`config.mk`:
```
export PLATFORM = sky130hd
export DESIGN_NAME = mips_pipeline
export DESIGN_NICKNAME = d
export VERILOG_FILES = /design/src/rtl/mips_pipeline.sv
export SDC_FILE = /design/constraint.sdc
export NUM_CORES = 2
export LEC_CHECK = 0
export CAP_MARGIN = 5
export CELL_PAD_IN_SITES_DETAIL_PLACEMENT = 0
export CELL_PAD_IN_SITES_GLOBAL_PLACEMENT = 1
export CORE_ASPECT_RATIO = 0.6
export CORE_MARGIN = 2
export CORE_UTILIZATION = 45
export CTS_CLUSTER_DIAMETER = 200
export DETAILED_ROUTE_END_ITERATION = 10
export PLACE_DENSITY = 0.72
export SYNTH_ARGS = -nofsm -noshare
export SYNTH_HDL_FRONTEND = slang
export SYNTH_SLANG_ARGS = --single-unit
```
`constraint.sdc`:
```
create_clock -name clk -period 4.6 [get_ports clk]
set_input_delay 0.92 -clock clk [delete_from_list [all_inputs] [get_ports clk]]
set_output_delay 0.92 -clock clk [all_outputs]
set_load 0.005 [all_outputs]
```
`src/rtl/mips_pipeline.sv`:
```
// mips_pipeline: five-stage in-order MIPS32-subset pipeline (IF, ID, EX, MEM, WB)
// with its own 64-word instruction ROM, 32x32 register file and 64-word data memory.
// Every pipeline register carries its instruction's control bits alongside the data.
// There is no forwarding, no hazard detection and there are no branches.
// Ports:
//   clk        in   1   rising-edge clock for all state
//   rst        in   1   synchronous, active-high reset
//   pc_out     out  32  current IF-stage PC register
//   alu_result out  32  write-back value held in MEM/WB (load data for lw, ALU result otherwise)
module mips_pipeline (
  input  logic        clk,
  input  logic        rst,
  output logic [31:0] pc_out,
  output logic [31:0] alu_result
);

  typedef enum logic [2:0] {ALU_ADD, ALU_SUB, ALU_AND, ALU_OR, ALU_SLT} alu_op_e;

  typedef struct packed {
    logic       reg_write;
    logic       mem_to_reg;
    logic       mem_write;
    logic       alu_src;
    alu_op_e    alu_op;
    logic [4:0] dest;
  } ctrl_t;

  typedef struct packed {
    ctrl_t       ctrl;
    logic [4:0]  rs;
    logic [4:0]  rt;
    logic [15:0] imm;
  } if_id_t;

  typedef struct packed {
    ctrl_t       ctrl;
    logic [31:0] rs_val;
    logic [31:0] rt_val;
    logic [31:0] imm_ext;
  } id_ex_t;

  typedef struct packed {
    logic        reg_write;
    logic        mem_to_reg;
    logic        mem_write;
    logic [4:0]  dest;
    logic [31:0] alu;
    logic [31:0] store_data;
  } ex_mem_t;

  typedef struct packed {
    logic        reg_write;
    logic [4:0]  dest;
    logic [31:0] value;
  } mem_wb_t;

  logic [31:0] pc_q, pc_d;
  if_id_t      if_id_q, if_id_d;
  id_ex_t      id_ex_q, id_ex_d;
  ex_mem_t     ex_mem_q, ex_mem_d;
  mem_wb_t     mem_wb_q, mem_wb_d;

  logic [31:0] regs_q [32];
  logic [31:0] dmem_q [64];

  logic [31:0] instr;
  logic [31:0] alu_b;
  logic        rf_we;
  logic        dmem_we;

  function automatic logic [31:0] rom_word(input logic [5:0] idx);
    case (idx)
      6'd0:    rom_word = 32'h2001_0005; // addi $1,$0,5
      6'd1:    rom_word = 32'h2002_000A; // addi $2,$0,10
      6'd4:    rom_word = 32'h0022_1820; // add  $3,$1,$2
      6'd5:    rom_word = 32'h0041_2022; // sub  $4,$2,$1
      6'd6:    rom_word = 32'h0022_2824; // and  $5,$1,$2
      6'd7:    rom_word = 32'h0022_3025; // or   $6,$1,$2
      6'd8:    rom_word = 32'h0022_382A; // slt  $7,$1,$2
      6'd9:    rom_word = 32'hAC03_0000; // sw   $3,0($0)
      6'd10:   rom_word = 32'h8C08_0000; // lw   $8,0($0)
      default: rom_word = 32'h0000_0000; // nop
    endcase
  endfunction

  // Register read with write-through bypass from the write-back stage.
  function automatic logic [31:0] rf_read(input logic [4:0] idx, input mem_wb_t wb,
                                          input logic [31:0] stored);
    if (idx == 5'd0)                        rf_read = '0;
    else if (wb.reg_write && wb.dest == idx) rf_read = wb.value;
    else                                    rf_read = stored;
  endfunction

  // IF: fetch and decode. Unrecognised words leave every field zero so they
  // flow through as a true NOP producing a zero result.
  always_comb begin
    pc_d    = pc_q + 32'd4;
    instr   = rom_word(pc_q[7:2]);
    if_id_d = '0;
    case (instr[31:26])
      6'h00: begin
        if_id_d.ctrl.reg_write = 1'b1;
        if_id_d.ctrl.dest      = instr[15:11];
        if_id_d.rs             = instr[25:21];
        if_id_d.rt             = instr[20:16];
        case (instr[5:0])
          6'h20:   if_id_d.ctrl.alu_op = ALU_ADD;
          6'h22:   if_id_d.ctrl.alu_op = ALU_SUB;
          6'h24:   if_id_d.ctrl.alu_op = ALU_AND;
          6'h25:   if_id_d.ctrl.alu_op = ALU_OR;
          6'h2A:   if_id_d.ctrl.alu_op = ALU_SLT;
          default: if_id_d = '0;
        endcase
      end
      6'h08: begin
        if_id_d.ctrl.reg_write = 1'b1;
        if_id_d.ctrl.alu_src   = 1'b1;
        if_id_d.ctrl.dest      = instr[20:16];
        if_id_d.rs             = instr[25:21];
        if_id_d.imm            = instr[15:0];
      end
      6'h23: begin
        if_id_d.ctrl.reg_write  = 1'b1;
        if_id_d.ctrl.mem_to_reg = 1'b1;
        if_id_d.ctrl.alu_src    = 1'b1;
        if_id_d.ctrl.dest       = instr[20:16];
        if_id_d.rs              = instr[25:21];
        if_id_d.imm             = instr[15:0];
      end
      6'h2B: begin
        if_id_d.ctrl.mem_write = 1'b1;
        if_id_d.ctrl.alu_src   = 1'b1;
        if_id_d.rs             = instr[25:21];
        if_id_d.rt             = instr[20:16];
        if_id_d.imm            = instr[15:0];
      end
      default: if_id_d = '0;
    endcase
  end

  // ID: operand read.
  always_comb begin
    id_ex_d         = '0;
    id_ex_d.ctrl    = if_id_q.ctrl;
    id_ex_d.rs_val  = rf_read(if_id_q.rs, mem_wb_q, regs_q[if_id_q.rs]);
    id_ex_d.rt_val  = rf_read(if_id_q.rt, mem_wb_q, regs_q[if_id_q.rt]);
    id_ex_d.imm_ext = {{16{if_id_q.imm[15]}}, if_id_q.imm};
  end

  // EX: ALU.
  always_comb begin
    alu_b               = id_ex_q.ctrl.alu_src ? id_ex_q.imm_ext : id_ex_q.rt_val;
    ex_mem_d            = '0;
    ex_mem_d.reg_write  = id_ex_q.ctrl.reg_write;
    ex_mem_d.mem_to_reg = id_ex_q.ctrl.mem_to_reg;
    ex_mem_d.mem_write  = id_ex_q.ctrl.mem_write;
    ex_mem_d.dest       = id_ex_q.ctrl.dest;
    ex_mem_d.store_data = id_ex_q.rt_val;
    case (id_ex_q.ctrl.alu_op)
      ALU_SUB: ex_mem_d.alu = id_ex_q.rs_val - alu_b;
      ALU_AND: ex_mem_d.alu = id_ex_q.rs_val & alu_b;
      ALU_OR:  ex_mem_d.alu = id_ex_q.rs_val | alu_b;
      ALU_SLT: ex_mem_d.alu = {31'd0, $signed(id_ex_q.rs_val) < $signed(alu_b)};
      default: ex_mem_d.alu = id_ex_q.rs_val + alu_b;
    endcase
  end

  // MEM: combinational load so a load right after a store sees the new data.
  always_comb begin
    dmem_we            = ex_mem_q.mem_write;
    mem_wb_d           = '0;
    mem_wb_d.reg_write = ex_mem_q.reg_write;
    mem_wb_d.dest      = ex_mem_q.dest;
    mem_wb_d.value     = ex_mem_q.mem_to_reg ? dmem_q[ex_mem_q.alu[7:2]] : ex_mem_q.alu;
    rf_we              = mem_wb_q.reg_write && (mem_wb_q.dest != 5'd0);
  end

  always_ff @(posedge clk) begin
    if (rst) begin
      pc_q     <= '0;
      if_id_q  <= '0;
      id_ex_q  <= '0;
      ex_mem_q <= '0;
      mem_wb_q <= '0;
    end else begin
      pc_q     <= pc_d;
      if_id_q  <= if_id_d;
      id_ex_q  <= id_ex_d;
      ex_mem_q <= ex_mem_d;
      mem_wb_q <= mem_wb_d;
    end
  end

  always_ff @(posedge clk) begin
    if (rst) begin
      for (int k = 0; k < 32; k++) regs_q[k] <= '0;
      for (int k = 0; k < 64; k++) dmem_q[k] <= '0;
    end else begin
      if (rf_we)   regs_q[mem_wb_q.dest]      <= mem_wb_q.value;
      if (dmem_we) dmem_q[ex_mem_q.alu[7:2]] <= ex_mem_q.store_data;
    end
  end

  assign pc_out     = pc_q;
  assign alu_result = mem_wb_q.value;

endmodule

```
* Yosys cells after proc, flatten, opt, wreduce, memory -nomap -nowiden
Memory sizes are Yosys's and may differ from the RTL's. A register that Yosys moved wholly into a read port is not among the register bits.
Cells that the tools add are included.
** Storage, ports and cells
- Bits of input ports :: 2
- Bits in writable memories :: 3072
- Memories :: 3
- Output and inout bits :: 64
- Register bits after elaboration :: 208
- Word-level logic and storage cells :: 93
- Bits in latches :: 0
- ROM bits :: 272
** Memory list
- dmem_q :: depth 64, bits a word 32, read ports 1, clocked after Yosys merged registers in 1, write ports 64, RTL line 64 : logic [31:0] dmem_q [64];
- regs_q :: depth 32, bits a word 32, read ports 2, clocked after Yosys merged registers in 2, write ports 32, RTL line 63 : logic [31:0] regs_q [32];
- (name not given) :: depth 16, bits a word 17, read ports 1, clocked after Yosys merged registers in 1, write ports 0, RTL line 72 : case (idx)
** Operators by class
- $mul :: 0
- Reductions and logical operators :: 14
- Div/mod/pow operators :: 0
- Eq/ne operators :: 12
- Bitwise gates (word level) :: 3
- Muxes and demuxes :: 31
- Shift-type cells :: 0
- $lt $le $gt $ge :: 1
- Add/sub/neg operators :: 3
** Operator list (number)
- two-way mux 32 bit :: 5
- case mux 32 bit (4 select lines) :: 1
- OR reduction 32 bit :: 2
- == test 6 bit (second input constant) :: 7
- adder 32 x 3 -> 32 bit (second input constant) :: 1
- adder 32 bit :: 1
- AND 32 bit :: 1
- < comparator 32 bit :: 1
- bitwise OR 32 bit :: 1
- case mux 16 bit (2 select lines) :: 1
- subtractor 32 bit :: 1
- two-way mux 31 bit :: 1
- case mux 5 bit (2 select lines) :: 3
- two-way mux 6 bit :: 2
- case mux 3 bit (4 select lines) :: 1
- logical NOT 5 bit :: 2
- two-way mux 1 bit :: 10
- two-way mux 4 bit :: 2
- case mux 1 bit (2 select lines) :: 4
- OR reduction 2 bit :: 4
- == test 3 x 2 -> 1 bit (second input constant) :: 2
- == test 6 x 4 -> 1 bit (second input constant) :: 1
- logical NOT 6 bit :: 1
- two-way mux 5 bit :: 1
- other kinds (8) :: 8

* Logic depth before layout (Yosys ltp)
- Word-level depth :: 7
- Depth in mapped cells :: 15
- Mapped depth without buffers :: 14

* Worst setup path before layout
Ideal clock, no wire load.
- Kind :: input to register
- Start point :: input port rst
- End point :: memory dmem_q[5][0], enable pin
- Library setup time :: 0.466 ns
- Arrival :: 3.950 ns
- Required time :: 4.134 ns
- Stages :: 5
- Buffers on the path :: 2
- Setup slack :: 0.184 ns
- Path through :: nor2b_1 clkbuf_1 nand2_1 clkbuf_1 o21ai_0
** RTL lines
- from (decl) :: RTL line 12 : input logic rst,
- to (decl) :: RTL line 64

==> impl_metrics.toml <==
[outcome]
outcome = "finished clean"

[sta]
tightest_slew_ns = 1.37
period_needed_ns = 4.36
tns_ns = 0
rsz0062_at_grt = "no"
setup_viol = 0
hold_ws_ns = 0.421
max_freq_ghz = 0.229
drv_slew = 0
finalCritPeriodShare_pct = 94.9
slew_headroom_pct = 8.29
finClkSkew_ns = 0.0564
hold_viol_final = 0

[power_and_ir_drop]
p_comb_share_pct = 3.6
finalPower_mw = 48.3
p_leak_nw = 45.5
seqPwrFrac_pct = 54.3
cellPowerDensity_nw_per_um2 = 376
switchingPower_mw = 10.6
vdd_drop_max_mv = 0.307
p_int_mw = 37.7
sw_frac_of_total_pct = 22.0
clockPowerShare_pct = 42.1

[logic_synthesis]
synth_ff_type = "edfxtp_1"
yosysSeqAreaShare_pct = 65.2
synth-seq-cells = 2564
async_flop_share_pct = 0
postSynthAreaPerCell_um2 = 12.8
synth_warnings = 0
synth_edf_count = 2304
syn_inst = 8901
synth_area_um2 = 114000
synth_cell_types = 83

[cts]
root_buffer = "clkbuf_16"
clock_path_buffers = 4
cts_setup_buffers = 0
cts_max_level = 4
cts_made_buffers = 234
cts.hold.buffers_added = 0
post_cts_resized = 0
cts_tree = "built"
clock-sinks = 2564
clk_pin_slew_ns = 0.07
clock_latency_ns = 0.93

[die]
ios = 66
dieArea_um2 = 258000
fp.dieH_um = 394
start_util_pct = 45.2
dieWidth_um = 654
core_um2 = 253000
rows = 143

[worst_setup_path]
reg2reg_slack_ns = 0.24
rr_startpoint = "ex_mem_q[35]"
crit_required_ns = 5.37
end_kind = "flip-flop"
cp-start-kind = "flip-flop"
reg2reg_depth = 10
r2r-end = "alu_result[12]"
crit_slowest_cell = "and3b_4"
cp_cell_sequence = "and3b_4 > buf_12 > buf_12 > a22oi_1 > nand4_1 > a22o_1 > nor4_2 > buf_6 > buf_4 > a311oi_1"
cp.arrival_ns = 5.13
path_common_cell = "buf_12"
max_stage_delay_ns = 0.84
crit_fanout = 29
path_class = "flip-flop to flip-flop"

[route]
drt_pre_antenna_iters = 6
wl_per_cell_um = 33.4
num_vias = 77700
wirelength_mm = 415
vias_per_cell = 6.26
final_antenna_net_count = 0
drc = 0
drtIter0Drc = 13200

[finish]
syn_to_final_growth_pct = 12.6
stdcell_count = 12400
postLayoutCoreUtil_pct = 50.9
mostFrequentLayoutCells = "edfxtp_1, and2_1, a22oi_1, buf_4, nor2_1"
drive_above_1_share_pct = 12.5
nets = 8906
fillers = 21400
layout_commonest_cell = "edfxtp_1"

[place]
gp_congestion = 0.956
numPortBuffers = 63
hpwl_mm = 257
placed_cells = 12000

[flow_run]
drv_cap = 0

[worst_hold_path]
hold_depth = 2
whs_endpoint = "alu_result[24]"
hold_path.class = "input pin to flip-flop"
holdCritStartpoint = "rst"

[global_route]
grtUsageTotal_pct = 31.6
grt_pass1_wl_mm = 579
gr-total-overflow = 0
antenna_found_initial = 46
grt_pass1_vias = 73200
grt_max_degree = 124
[power groups by stage]
stage,clock network [mW],logic [mW],registers (mW)
floorplan,0,0.816,26.7
global placement,0,1.67,26.7
detailed placement,0,1.67,26.8
CTS,20.4,1.68,26.3
global route,21.3,1.79,26.3
finish,20.3,1.74,26.3
[cells in the mapped netlist, types with 40 or more instances]
library cell / count / area, µm²
inv_1: 106 / 398
nand3_1: 57 / 285
nor2b_1: 86 / 538
o211ai_1: 43 / 323
nand2_1: 200 / 751
a22o_1: 156 / 1370
o21ai_0: 179 / 896
buf_2: 101 / 505
a221oi_1: 170 / 1490
a21oi_1: 220 / 1100
ha_1: 106 / 1330
a211oi_1: 56 / 420
clkbuf_1: 652 / 2450
nand4_1: 123 / 769
buf_1: 106 / 398
a31oi_1: 112 / 701
a22oi_1: 662 / 4970
dfxtp_1: 260 / 5200
nor3_1: 64 / 320
nor2_1: 324 / 1220
mux4_2: 67 / 1510
and2_1: 2285 / 14300
o22ai_1: 40 / 250
edfxtp_1: 2304 / 69200
[area by class of cell]
| type | count | area [µm²] | area share [%] |
|---|---|---|---|
| sequential | 2564 | 74500 | 58.0 |
| multi-input combinational | 5365 | 36900 | 28.7 |
| clock buffer | 295 | 6270 | 4.88 |
| timing repair buffer | 524 | 4670 | 3.64 |
| tap | 3407 | 4260 | 3.32 |
| clock inverter | 133 | 1420 | 1.11 |
| inverter | 107 | 409 | 0.318 |
| antenna | 20 | 50.0 | 0.0389 |
[stage by stage]
stage / instance area (µm²) / setup WS, ns
final: 129000 / 0.237
after global placement: 121000 / -1.07
after detailed placement: 121000 / 0.392
after CTS: 128000 / 0.371
after global routing: 128000 / 0.122
after floorplan: 114000 / 0.184
[layer usage]
layer  part of all wire (%)  global-route usage (%)  up-vias
met5                  0.075                       0        -
met4                    2.8                    8.17       26
met3                     16                    13.5      623
met2                     39                    41.3     5242
met1                     42                    47.4    39400
li1                       -                       -    32400
[critical path: cells and delay by family (launching register included)]
family,cells,cell delay [ns]
AO/OA/AOI/OAI,3,0.95
buffers and inverters,4,0.95
AND/OR/NAND/NOR,3,1.46
flip-flops,1,0.75
[flip-flops by register name, summed over array words and instances (netlist names), named ones only]
name	count
dmem_q	2048
regs_q	256
ex_mem_q	70
id_ex_q	44
ex_mem_d	39
alu_result	32
pc_out	30
id_ex_d	19
if_id_q	5
mem_wb_q	5
dmem_we	1
[how the worst max path moves through the flow]
stage                       from        endpoint  slack, ns
CTS                 ex_mem_q[35]  alu_result[17]       0.37
global route        id_ex_q[104]    ex_mem_q[60]       0.12
detailed placement  ex_mem_q[35]  alu_result[17]       0.39
floorplan                    rst    dmem_q[5][0]       0.18
finish              ex_mem_q[35]  alu_result[12]       0.24
global placement    ex_mem_q[35]  alu_result[12]      -1.07
[logic make-up (layout without fill, tap and decap cells)]
| kind of cell | count (synthesis) | count (layout) | share of synthesized area [%] |
|---|---|---|---|
| and+or+nand+nor | 3273 | 3273 | 16.7 |
| DFF | 2564 | 2564 | 65.2 |
| AOI/OAI and AO/OA | 1789 | 1789 | 11.3 |
| buffers and inverters | 1005 | 1059 | 3.55 |
| muxes | 116 | 116 | 1.77 |
| adders and majority gates | 108 | 108 | 1.20 |
| xor gates and xnor gates | 45 | 45 | 0.345 |
| other | 1 | 54 | 0.00328 |
Note: power is estimated with default switching activity, not from simulation.
